[src/rtl/uart_rx_core.sv]
// UART receiver: 2-flop rx synchronizer, mid-bit sampling FSM, optional parity,
// and a one-word holding register with a valid/ready handshake.
`timescale 1ns/1ps
module uart_rx_core #(
    parameter int DATA_BITS = 8
) (
    input  logic                 clk,
    input  logic                 reset,
    input  logic                 rx,
    input  logic [19:0]          baud_div,
    input  logic                 parity_en,
    input  logic                 parity_odd,
    output logic [DATA_BITS-1:0] data_o,
    output logic                 valid_o,
    input  logic                 ready_i,
    output logic                 rts_o,
    output logic                 busy_o,
    output logic                 frame_err_o,
    output logic                 parity_err_o,
    output logic                 overrun_err_o
);

    typedef enum logic [2:0] {
        IDLE   = 3'd0,
        START  = 3'd1,
        DATA   = 3'd2,
        PARITY = 3'd3,
        STOP   = 3'd4
    } state_t;

    state_t               state_reg, state_next;
    logic                 rx_meta_reg, rx_sync_reg, rx_prev_reg;
    logic                 armed_reg, armed_next;
    logic [19:0]          div_reg, div_next;
    logic [19:0]          timer_reg, timer_next;
    logic                 par_en_reg, par_en_next;
    logic                 par_odd_reg, par_odd_next;
    logic [3:0]           bit_cnt_reg, bit_cnt_next;
    logic [DATA_BITS-1:0] shift_reg, shift_next;
    logic                 par_acc_reg, par_acc_next;
    logic [DATA_BITS-1:0] data_reg, data_next;
    logic                 valid_reg, valid_next;
    logic                 frame_err_reg, frame_err_next;
    logic                 parity_err_reg, parity_err_next;
    logic                 overrun_err_reg, overrun_err_next;

    logic [19:0] div_eff;
    logic        tick;
    logic        start_edge;
    logic        last_bit;
    logic        take;

    assign div_eff    = (baud_div < 20'd4) ? 20'd4 : baud_div;
    assign tick       = (timer_reg == 20'd0);
    // armed_reg stays low after a framing error until the line has returned high
    assign start_edge = armed_reg & rx_prev_reg & ~rx_sync_reg;
    assign last_bit   = (bit_cnt_reg == 4'(DATA_BITS - 1));
    assign take       = valid_reg & ready_i;

    always_ff @(posedge clk) begin
        if (reset) begin
            rx_meta_reg     <= 1'b1;
            rx_sync_reg     <= 1'b1;
            rx_prev_reg     <= 1'b1;
            state_reg       <= IDLE;
            armed_reg       <= 1'b1;
            div_reg         <= 20'd0;
            timer_reg       <= 20'd0;
            par_en_reg      <= 1'b0;
            par_odd_reg     <= 1'b0;
            bit_cnt_reg     <= 4'd0;
            shift_reg       <= '0;
            par_acc_reg     <= 1'b0;
            data_reg        <= '0;
            valid_reg       <= 1'b0;
            frame_err_reg   <= 1'b0;
            parity_err_reg  <= 1'b0;
            overrun_err_reg <= 1'b0;
        end else begin
            rx_meta_reg     <= rx;
            rx_sync_reg     <= rx_meta_reg;
            rx_prev_reg     <= rx_sync_reg;
            state_reg       <= state_next;
            armed_reg       <= armed_next;
            div_reg         <= div_next;
            timer_reg       <= timer_next;
            par_en_reg      <= par_en_next;
            par_odd_reg     <= par_odd_next;
            bit_cnt_reg     <= bit_cnt_next;
            shift_reg       <= shift_next;
            par_acc_reg     <= par_acc_next;
            data_reg        <= data_next;
            valid_reg       <= valid_next;
            frame_err_reg   <= frame_err_next;
            parity_err_reg  <= parity_err_next;
            overrun_err_reg <= overrun_err_next;
        end
    end

    always_comb begin
        state_next       = state_reg;
        armed_next       = armed_reg;
        div_next         = div_reg;
        timer_next       = timer_reg;
        par_en_next      = par_en_reg;
        par_odd_next     = par_odd_reg;
        bit_cnt_next     = bit_cnt_reg;
        shift_next       = shift_reg;
        par_acc_next     = par_acc_reg;
        data_next        = data_reg;
        valid_next       = valid_reg & ~take;
        frame_err_next   = 1'b0;
        parity_err_next  = 1'b0;
        overrun_err_next = 1'b0;

        case (state_reg)
            IDLE: begin
                if (rx_sync_reg) begin
                    armed_next = 1'b1;
                end
                if (start_edge) begin
                    state_next   = START;
                    div_next     = div_eff;
                    par_en_next  = parity_en;
                    par_odd_next = parity_odd;
                    timer_next   = (div_eff >> 1) - 20'd1;
                    bit_cnt_next = 4'd0;
                    par_acc_next = 1'b0;
                end
            end
            START: begin
                if (tick) begin
                    if (!rx_sync_reg) begin
                        state_next = DATA;
                        timer_next = div_reg - 20'd1;
                    end else begin
                        state_next = IDLE;
                    end
                end else begin
                    timer_next = timer_reg - 20'd1;
                end
            end
            DATA: begin
                if (tick) begin
                    shift_next   = {rx_sync_reg, shift_reg[DATA_BITS-1:1]};
                    par_acc_next = par_acc_reg ^ rx_sync_reg;
                    bit_cnt_next = bit_cnt_reg + 4'd1;
                    timer_next   = div_reg - 20'd1;
                    if (last_bit) begin
                        state_next = par_en_reg ? PARITY : STOP;
                    end
                end else begin
                    timer_next = timer_reg - 20'd1;
                end
            end
            PARITY: begin
                if (tick) begin
                    par_acc_next = par_acc_reg ^ rx_sync_reg;
                    timer_next   = div_reg - 20'd1;
                    state_next   = STOP;
                end else begin
                    timer_next = timer_reg - 20'd1;
                end
            end
            STOP: begin
                if (tick) begin
                    state_next = IDLE;
                    if (!rx_sync_reg) begin
                        frame_err_next = 1'b1;
                        armed_next     = 1'b0;
                    end else if (par_en_reg && (par_acc_reg != par_odd_reg)) begin
                        parity_err_next = 1'b1;
                    end else if (valid_reg && !ready_i) begin
                        overrun_err_next = 1'b1;
                    end else begin
                        data_next  = shift_reg;
                        valid_next = 1'b1;
                    end
                end else begin
                    timer_next = timer_reg - 20'd1;
                end
            end
            default: begin
                state_next = IDLE;
            end
        endcase
    end

    assign data_o        = data_reg;
    assign valid_o       = valid_reg;
    assign rts_o         = ~valid_reg;
    assign busy_o        = (state_reg != IDLE);
    assign frame_err_o   = frame_err_reg;
    assign parity_err_o  = parity_err_reg;
    assign overrun_err_o = overrun_err_reg;

endmodule
[config.mk]
export PLATFORM = sky130hd
export DESIGN_NAME = uart_rx_core
export DESIGN_NICKNAME = d
export VERILOG_FILES = /design/src/rtl/uart_rx_core.sv
export SDC_FILE = /design/constraint.sdc
export NUM_CORES = 1
export LEC_CHECK = 0
export ABC_AREA = 1
export CORE_MARGIN = 2
export CORE_UTILIZATION = 40
export DETAILED_ROUTE_END_ITERATION = 6
export PLACE_DENSITY = 0.56
export REMOVE_ABC_BUFFERS = 1
export SLEW_MARGIN = 10
export SYNTH_ARGS = -nofsm -noshare
export SYNTH_HDL_FRONTEND = slang
export SYNTH_SLANG_ARGS = --single-unit
[constraint.sdc]
create_clock -name clk -period 7.1 [get_ports clk]
set_clock_uncertainty 0.1 [all_clocks]
set_input_delay 1.775 -clock clk [delete_from_list [all_inputs] [get_ports clk]]
set_output_delay 1.775 -clock clk [all_outputs]
set_load 0.01 [all_outputs]
**After elaboration in Yosys (flattened, before gate mapping)**

Cells that the tools add are included.

- Add/sub/neg operators: 4
- Magnitude comparators: 1
- Eq/ne operators: 17
- Muxes and demuxes: 34
- Bitwise logic cells: 12
- Reductions and logical operators: 22

Operators by type and width:

| kind | count |
|---|---|
| 20-bit two-way mux | 6 |
| 20-bit one-hot mux with 4 select lines | 1 |
| 20-bit by 1-bit subtractor with 20-bit output, second input constant | 2 |
| 3-bit two-way mux | 7 |
| 20-bit logical NOT | 1 |
| 20-bit by 3-bit < comparator with 1-bit output, second input constant | 1 |
| 19-bit by 1-bit subtractor with 20-bit output, second input constant | 1 |
| 2-bit inequality test, second input constant | 9 |
| 3-bit one-hot mux with 5 select lines | 1 |
| 1-bit two-way mux | 13 |
| 4-bit two-way mux | 2 |
| 4-bit one-hot mux with 2 select lines | 1 |
| 4-bit AND reduction | 2 |
| 1-bit inverter | 7 |
| 3-bit by 2-bit equality test with 1-bit output, second input constant | 2 |
| 3-bit AND reduction | 2 |
| 6-bit AND reduction | 1 |
| 2-bit nonzero test | 3 |
| 5-bit AND reduction | 1 |
| 5-bit OR reduction | 1 |
| 4-bit by 1-bit adder with 4-bit output, second input constant | 1 |
| 1-bit AND | 4 |
| 4-bit by 3-bit equality test with 1-bit output, second input constant | 1 |
| 1-bit one-hot mux with 2 select lines | 2 |
| other kinds (16) | 18 |

- Register bits: 74
- Input port bits: 26
- Output and inout bits: 14
- Word-level logic and storage cells: 107

**Longest topological paths before layout**

- Depth after elaboration: 8
- Depth in mapped cells: 16
- Gate-level depth less buffers: 16

**Worst setup path before layout**

OpenSTA, ideal clock, no wires.

- Path kind: in2reg
- From: input port baud_div[6]
- To: register timer_reg[16]
- Library setup time: 0.109 ns
- Arrival time: 3.409 ns
- Data required time: 6.891 ns
- Slack: 3.482 ns
- Stages on the path: 16
- Path buffers: 0
- Cells stage by stage: nor2_1 -> nand3_1 -> nor2_1 -> nand2_1 -> nand2_1 -> ha_1 -> nand2_1 -> nor2_1 -> nand2_1 -> nor2_1 -> nand3_1 -> xor2_1 -> nand2_1 -> nand4_1 -> nand2_1 -> inv_1

- Word-level cells in the longest chain between the ends: 5

Ends and longest elaborated chain:

| item | line | source |
|---|---|---|
| start: declaration | 10 | `input logic [19:0] baud_div,` |
| 20-bit by 3-bit < comparator with 1-bit output | 53 | `assign div_eff = (baud_div < 20'd4) ? 20'd4 : baud_div;` |
| 20-bit two-way mux (*) | 53 |  |
| 19-bit by 1-bit subtractor with 20-bit output (*) | 126 | `timer_next = (div_eff >> 1) - 20'd1;` |
| 20-bit two-way mux (*) | 121 | `if (start_edge) begin` |
| 20-bit one-hot mux with 4 select lines (*) | 116 | `case (state_reg)` |
| end signal: assignment | 86 | `timer_reg <= timer_next;` |
| end: declaration | 35 | `logic [19:0] timer_reg, timer_next;` |

Every way passes the cells marked *; elsewhere a longest branch is shown, timed or not. The select of a mux whose other input is x is not followed.
A chain may end at the register's enable or synchronous reset.

**Worst setup path after layout**

- From: input port baud_div[5]
- To: register timer_reg[14]

The elaborated chain is that of the path after synthesis.

==> impl_results.md <==
- Largest net degree at the start of global routing: 30
- Total congestion overflow: 0
- Critical path required time: 7.24 ns
- RD Place Congestion: 0.912
- Hold WC Path Type: reg -> reg
- Clock buffer count from CTS: 9
- VDD IR-drop max: 0.137 mV
- Vias/cell: 5.24
- Crit path launch: baud_div[5]
- Number of distinct library cells after synthesis: 38
- Core Box Area: 11,400 um2
- Wirelength per Cell: 15.5 um
- H-Tree Depth: 3
- Gate Count Post-Synth: 743
- First-pass GRT wire length: 23,200 um
- Setup crit end kind: register
- CP Cell Sequence: clkdlybuf4s50_1, nor2_1, nand3_1, nor2_1, nand2_1, nand2_1, ha_1, nand2_1, nor2_1, nand3_1, nor2_1, nand2_1, o21ai_0, nand3_1, nor2_1, nor2_1
- Maxcap violations: 0
- Most used cell along the critical path: nor2_1
- CP max stage delay: 0.48 ns
- Clk sinks: 74
- GRT Total Usage: 0.234
- Clock buffer depth: 2
- HP Start: rx_meta_reg$_SDFF_PP1_
- Number of synthesized flops with an enable pin: 0
- Avg Cell Area, Syn: 6.31 um2
- Pins Over Slew Limit: 0
- CTS tree: done
- Outcome: finished clean
- Reg clk slew, reported paths: 0.06 ns
- Post-synth ARST share: 0
- Die X: 112 um
- Final Cycle Share: 0.579
- Die area: 12,600 um2
- Port-buffer cells: 39
- Die Y: 112 um
- CTS Hold Bufs: 0
- Final core utilization: 0.480
- Tot Pwr: 2070 uW
- Final setup violating endpoints: 0
- Synth-to-layout area growth: 16.9%
- 1st-iter DRT viols: 307
- Power Density: 378 nW/um2
- TritonRoute pass-1 iters: 5
- CP Data Arrival Time: 4.25 ns
- Share of layout cells above drive strength 1: 0.0626
- Synthesized flop and latch total: 74
- Vias in the first global route: 4,601
- Seq/Total Area, Yosys: 0.316
- CTS Root Cell: clkbuf_16
- DRC: 0
- # diodes: 0
- Sum Neg Setup Slack: 0 ns
- Initial Util: 0.410
- Post-synth top cells: nand2_1, nor2_1, dfxtp_1, inv_1, nand3_1
- Worst r2r src: state_reg[0]$_SDFFE_PP0P_
- P_leak: 0.00240 uW
- Vias: 4,850
- Top-count cell post-synth: nand2_1
- Most used flip-flop cell after synthesis: dfxtp_1
- Unrepaired setup endpoints after global routing: no
- Startpoint types: input pin
- Share of the synthesized area in the top cell type: 0.316
- Cts repair resizes: 0
- Final Hold Fails: 0
- Leading area contributor after synthesis: dfxtp_1
- Critical path fanouts, max: 4
- Critical path's slowest cell: clkdlybuf4s50_1
- Max_slew headroom: 0.421
- DP HPWL: 10,900 um
- Crit Path Class: in -> reg
- Nets: 810
- Post-route ant nets: 0
- Fin crit period: 4.11 ns
- Clk Latency, worst-skew pair: 0.35 ns
- Syn Std Cell Area: 4690 um2
- Hold Slack: 0.314 ns
- Row count: 39
- Synth warn: 0
- Fmax: 243 MHz
- Initial antenna violation count: 0
- Top cells by area, synth: dfxtp_1, nand2_1, nor2_1
- Worst-margin pin slew: 0.867 ns
- # IOs: 40
- Drt total wl: 14,400 um
- Postcts setup bufs: 0
## through the flow
stage / setup slack [ns] / instance area, um2 / instances
3_3_place_gp: 2.72 / 5190 / 912
4_1_cts: 3.00 / 5480 / 926
5_1_grt: 2.64 / 5480 / 926
2_1_floorplan: 3.43 / 4580 / 724
6_report: 2.99 / 5480 / 926
3_5_place_dp: 2.64 / 5190 / 912
## routing by layer
| metal | track usage | routed length [um] |
|---|---|---|
| met1 | 0.305 | 6920 |
| met2 | 0.379 | 6430 |
| met3 | 0.0491 | 697 |
| met4 | 0.0959 | 345 |
| met5 | 0 | 0 |
## layout by cell type (no fill, tap or decap), drive strengths merged, types with 3 or more instances in the layout
master / synthesis / routed
a21oi: 47 / 47
a31oi: 3 / 3
buf: 10 / 6
clkbuf: 9 / 9
clkdlybuf4s50: 0 / 39
clkinv: 3 / 7
dfxtp: 74 / 74
ha: 4 / 4
inv: 79 / 79
nand2: 167 / 167
nand3: 58 / 58
nand4: 15 / 15
nor2: 146 / 146
nor3: 7 / 7
o211ai: 7 / 7
o21ai: 61 / 61
o22ai: 5 / 5
or2: 4 / 4
xnor2: 10 / 10
xor2: 28 / 28
## cell families after synthesis
group | count (synthesis) | synth area share
adder cells (fa/ha/maj) | 4 | 0.0107
flip-flops | 74 | 0.316
AO/OA/AOI/OAI | 126 | 0.143
AND/OR/NAND/NOR | 400 | 0.371
XOR/XNOR | 38 | 0.0710
buffers and inverters | 101 | 0.0881
## worst paths after layout
kind | slack, ns | cells past startpoint | endpoint
worst max-delay path | 2.99 | 16 | timer_reg[14]$_SDFFE_PP0P_
worst min-delay path | 0.31 | 1 | rx_sync_reg$_SDFF_PP1_
worst max register to register | 4.43 | 8 | div_reg[0]$_SDFFE_PP0P_
worst min register to register | 0.31 | 1 | rx_sync_reg$_SDFF_PP1_
## power by group
group	switching [uW]	internal, uW	leakage, uW
sequential	81.9	484	0.000603
combinational	696	353	0.00166
clock	186	268	0.000141
total	964	1100	0.00240
## critical path: cells and delay by family
family	cells	cell delay, ns
and+or+nand+nor	13	1.63
buffers and inverters	1	0.48
adders and majority gates	1	0.19
AOI/OAI and AO/OA	1	0.19
## area by class of cell
| class | count | area [um2] |
|---|---|---|
| fill | 1231 | 5940 |
| multi-input combinational | 568 | 2790 |
| sequential | 74 | 1480 |
| timing repair buffer | 45 | 435 |
| inverter | 82 | 308 |
| clock buffer | 9 | 225 |
| tap | 143 | 179 |
| clock inverter | 5 | 57.6 |
Note: power is estimated with default switching activity, not from simulation.
